`config.mk`:
```
export PLATFORM = sky130hd
export DESIGN_NAME = id_ex_stage
export DESIGN_NICKNAME = d
export VERILOG_FILES = /design/src/rtl/id_ex_stage.sv
export SDC_FILE = /design/constraint.sdc
export NUM_CORES = 1
export LEC_CHECK = 0
export CORE_MARGIN = 4
export CORE_UTILIZATION = 37
export CTS_CLUSTER_DIAMETER = 60
export DETAILED_ROUTE_END_ITERATION = 16
export PLACE_DENSITY_LB_ADDON = 0.15
export SLEW_MARGIN = 20
export SYNTH_ARGS = -nofsm -noshare
export SYNTH_HDL_FRONTEND = slang
export SYNTH_SLANG_ARGS = --single-unit
```
`constraint.sdc`:
```
create_clock -name clk -period 4.71 [get_ports clk]
set_input_delay 0.942 -clock clk [delete_from_list [all_inputs] [get_ports clk]]
set_output_delay 0.942 -clock clk [all_outputs]
set_load 0.01 [all_outputs]
```
`src/rtl/id_ex_stage.sv`:
```
// ID/EX pipeline register with load-use hazard detection, flush squash and bubble counter.
// Latency: one cycle from ID inputs to ex_* outputs; stall is combinational in the same cycle.
// Backpressure: stall holds PC and IF/ID for one cycle per load-use pair while a bubble enters EX.
module id_ex_stage #(
    parameter int CTRL_W = 10,
    parameter int CNT_W  = 16
) (
    input  logic              clk,
    input  logic              rst,
    input  logic              flush,
    input  logic              id_valid,
    input  logic [4:0]        id_rs,
    input  logic [4:0]        id_rt,
    input  logic [4:0]        id_rd,
    input  logic              id_uses_rs,
    input  logic              id_uses_rt,
    input  logic [31:0]       id_read_data1,
    input  logic [31:0]       id_read_data2,
    input  logic [31:0]       id_imm,
    input  logic [CTRL_W-1:0] id_ctrl,
    output logic              stall,
    output logic              ex_valid,
    output logic [4:0]        ex_rs,
    output logic [4:0]        ex_rt,
    output logic [4:0]        ex_write_reg,
    output logic [31:0]       ex_read_data1,
    output logic [31:0]       ex_read_data2,
    output logic [31:0]       ex_imm,
    output logic [CTRL_W-1:0] ex_ctrl,
    output logic [CNT_W-1:0]  bubble_count
);

    // Control bundle bit positions.
    localparam int CTRL_REG_WRITE = 0;
    localparam int CTRL_MEM_READ  = 1;
    localparam int CTRL_REG_DST   = 2;

    logic              r_ex_valid;
    logic [4:0]        r_ex_rs;
    logic [4:0]        r_ex_rt;
    logic [4:0]        r_ex_write_reg;
    logic [31:0]       r_ex_read_data1;
    logic [31:0]       r_ex_read_data2;
    logic [31:0]       r_ex_imm;
    logic [CTRL_W-1:0] r_ex_ctrl;
    logic [CNT_W-1:0]  r_bubble_count;

    logic              w_rs_match;
    logic              w_rt_match;
    logic              w_hazard;
    logic              w_stall;
    logic              w_load_bubble;
    logic              w_cnt_sat;

    // A load in EX whose destination is read by the ID instruction; r0 never creates a dependency.
    // No WB bypass is required: the register file writes on negedge, so WB data is already on id_read_data*.
    assign w_rs_match    = id_uses_rs && (id_rs == r_ex_write_reg);
    assign w_rt_match    = id_uses_rt && (id_rt == r_ex_write_reg);
    assign w_hazard      = id_valid && r_ex_valid && r_ex_ctrl[CTRL_MEM_READ] &&
                           (r_ex_write_reg != 5'd0) && (w_rs_match || w_rt_match);
    // Flush wins over the hold so a branch redirect is never lost.
    assign w_stall       = w_hazard && !flush;
    assign w_load_bubble = flush || w_hazard;
    assign w_cnt_sat     = &r_bubble_count;

    // Stage register: a bubble on flush or hazard, otherwise capture the ID instruction.
    always_ff @(posedge clk or posedge rst) begin
        if (rst) begin
            r_ex_valid      <= 1'b0;
            r_ex_rs         <= 5'd0;
            r_ex_rt         <= 5'd0;
            r_ex_write_reg  <= 5'd0;
            r_ex_read_data1 <= 32'd0;
            r_ex_read_data2 <= 32'd0;
            r_ex_imm        <= 32'd0;
            r_ex_ctrl       <= '0;
        end else if (w_load_bubble) begin
            // Data and specifier fields are don't-care in a bubble and simply hold.
            r_ex_valid     <= 1'b0;
            r_ex_ctrl      <= '0;
            r_ex_write_reg <= 5'd0;
        end else begin
            r_ex_valid      <= id_valid;
            r_ex_rs         <= id_rs;
            r_ex_rt         <= id_rt;
            r_ex_write_reg  <= id_ctrl[CTRL_REG_DST] ? id_rd : id_rt;
            r_ex_read_data1 <= id_read_data1;
            r_ex_read_data2 <= id_read_data2;
            r_ex_imm        <= id_imm;
            r_ex_ctrl       <= id_valid ? id_ctrl : '0;
        end
    end

    // Saturating count of hazard bubbles; flush bubbles are not counted.
    always_ff @(posedge clk or posedge rst) begin
        if (rst) begin
            r_bubble_count <= '0;
        end else if (w_stall && !w_cnt_sat) begin
            r_bubble_count <= r_bubble_count + 1'b1;
        end
    end

    assign stall         = w_stall;
    assign ex_valid      = r_ex_valid;
    assign ex_rs         = r_ex_rs;
    assign ex_rt         = r_ex_rt;
    assign ex_write_reg  = r_ex_write_reg;
    assign ex_read_data1 = r_ex_read_data1;
    assign ex_read_data2 = r_ex_read_data2;
    assign ex_imm        = r_ex_imm;
    assign ex_ctrl       = r_ex_ctrl;
    assign bubble_count  = r_bubble_count;

    // reg_write only matters downstream; referenced here so the bit map stays documented in one place.
    logic w_unused_reg_write;
    assign w_unused_reg_write = r_ex_ctrl[CTRL_REG_WRITE];

endmodule
```
==> summary.md <==
| Metric | Value |
|---|---|
| Outcome | complete, no violations |
| Setup crit start kind | primary input |
| Critical path class | in -> out |
| Fillers | 1172 |
| Die area | 16900 um^2 |
| HPWL after DPL | 11.0 mm |
| Core Box Area | 14500 um^2 |
| YS warnings | 0 |
| Max-cap violations | 0 |
| Final setup viols | 0 |
| CTS buffer count | 17 |
| Final hold slack | 0.481 ns |
| ANT cells | 0 |
| Post-synthesis net count | 494 |
| Clock-pin slew on the worst setup and hold paths | 0.05 ns |
| Via density | 4.79 |
| Mapped Cells | 366 |
| CTS Hold Bufs | 0 |
| Commonest non-fill, non-tap cells in the layout | clkdlybuf4s50_1 (265), dfrtp_1 (138), mux2_1 (64), mux2_2 (43), xnor2_1 (24) |
| Leakage power | 3.71 nW |
| PostCTS Resize Cnt | 0 |
| Max-slew headroom at the worst pin | 0.366 |
| PD cells | 361 nW/um^2 |
| Power, Total | 3.22 mW |
| Setup Fix Bufs, Post-CTS | 0 |
| Slowest CP cell | clkdlybuf4s50_1 |
| Detailed-route DRC error count | 0 |
| Post-Syn Area | 5500 um^2 |
| Clock root buffer | clkbuf_16 |
| Multi-input gate area in the final layout | 1900 um^2 |
| Reg area | 3450 um^2 |
| Fin crit period | 3.83 ns |
| Fmax | 261 MHz |
| Number of DRC markers in iteration 0 | 174 |
| FFs w/ async S/R, synth | 1.00 |
| Share of layout cells above drive strength 1 | 0.123 |
| Inst Count DP | 803 |
| Cell variety after synth | 28 |
| WL/cell | 17.5 um |
| GRT overflow | 0 |
| Worst Skew | 0.00801 ns |
| Final core occ | 0.614 |
| I/O pin count | 266 |
| H-Tree Depth | 4 |
| Initial antenna violation count | 0 |
| Crit end category | output pin |
| Peak supply drop | 0.257 mV |
| Top FF cell, synth | dfrtp_1 |
| Initial core utilization | 0.378 |
| Max FO, Critical Path | 16 |
| Number of synthesized flops with an enable pin | 0 |
| Crit path DAT | 2.89 ns |
| Largest stage delay on the critical path | 0.68 ns |
| Area after DPL | 8310 um^2 |
| Height of the chip | 130 um |
| Total wire length | 14.6 mm |
| Gr usage total | 0.178 |
| #FFs+latches synth | 138 |
| TritonCTS clock tree | built |
| Mapped Avg Cell Area | 15.0 um^2 |
| Worst slack at placement | 0.881 ns |
| CP required | 3.77 ns |
| Final Hold Violating Endpoints | 0 |
| Commonest non-fill, non-tap cell in the layout | clkdlybuf4s50_1 |
| Total number of vias | 4000 |
| Final Max Tran Viols | 0 |
| Largest net degree at the start of global routing | 107 |
| Fin crit share | 0.813 |
| Area grow syn2layout | 62.3% |
| First-pass GRT wire length | 23.0 mm |
| Fin nets | 766 |
| Sequential area share after synthesis | 0.628 |
| Hold Path Class | reg -> reg |
| First drt pass iteration count | 4 |
| Vias in the first global route | 4233 |
| RD Place Congestion | 0.772 |
| Chip Width | 130 um |
| CP most frequent cell | clkdlybuf4s50_1 |
| RSZ-0062 raised after global routing | false |
| Setup_tns | 0 ns |
| Worst path cell trace | clkdlybuf4s50_1 -> nand3_1 -> nor3_1 -> buf_4 -> and2_1 -> clkdlybuf4s50_1 |
| # clock sinks | 138 |
| Worst slew pin tran | 0.951 ns |
| Clk buf depth | 2 |
| Setup ws final | 0.882 ns |
| Non-filler cells, final | 835 |
| Worst-Skew Late Latency | 0.41 ns |
| DRT antenna net count | 0 |
| PortBufs | 265 |
| Final instance area | 8920 um^2 |
| Row count | 44 |
-- cells in the mapped netlist (4+ instances only) --
library cell  instances  area [um^2]
nor2b_1               5         31.3
dfrtp_1             138         3450
and3_1               19          119
nand4_1              16          100
nand2_1               7         26.3
clkbuf_1              4         15.0
xnor2_1              24          210
nand3_1               5         25.0
mux2_2               43          484
buf_6                 7         78.8
mux2_1               64          721
buf_2                 5         25.0
nor2_1                5         18.8
mux2i_1               5         50.1
-- final cells by class --
cell class | count | area share
Clock buffer | 25 | 0.0556
Clock inverter | 7 | 0.0126
Inverter | 3 | 0.00182
Multi-Input combinational cell | 207 | 0.213
Sequential cell | 138 | 0.387
Tap cell | 184 | 0.0258
Timing Repair Buffer | 271 | 0.304
-- layer usage --
layer	part of all wire	wire, um	track usage
met1	0.37	5380	0.201
met4	0.026	381	0.0789
met2	0.52	7540	0.299
met5	0	0	0
met3	0.091	1330	0.0712
-- critical path, delay by kind of cell --
kind / cells / cell delay [ns]
buffers and inverters: 3 / 1.45
AND/OR/NAND/NOR: 3 / 0.48
-- kinds of logic (layout without fill, tap and decap cells) --
logic type      after synthesis  in the layout  share of synthesized area
fa+ha+maj                     1              1                    0.00228
flops                       138            138                      0.628
mux                         112            112                      0.228
xor+xnor                     24             24                     0.0383
buf+inv                      21            306                     0.0257
compound gates                5              5                    0.00934
simple gates                 65             65                     0.0676
-- worst paths after layout --
check	startpoint	end	slack (ns)	cells past startpoint
worst max-delay path	id_valid	stall	0.88	6
worst min-delay path	ex_read_data2[30]	ex_read_data2[30]	0.48	1
worst max register to register	ex_write_reg[0]	ex_read_data1[31]	2.22	6
worst min register to register	ex_read_data2[30]	ex_read_data2[30]	0.48	1
max in group asynchronous	rst	ex_ctrl[4]	2.80	3
min in group asynchronous	rst	ex_read_data2[8]	1.10	2
-- power by group --
part	total, mW	switching, mW	internal [mW]
Clock	1.35	0.468	0.887
Combinational	0.525	0.190	0.335
Sequential	1.34	0.0509	1.28
Total	3.22	0.709	2.51
(Power assumes the default switching activity.)
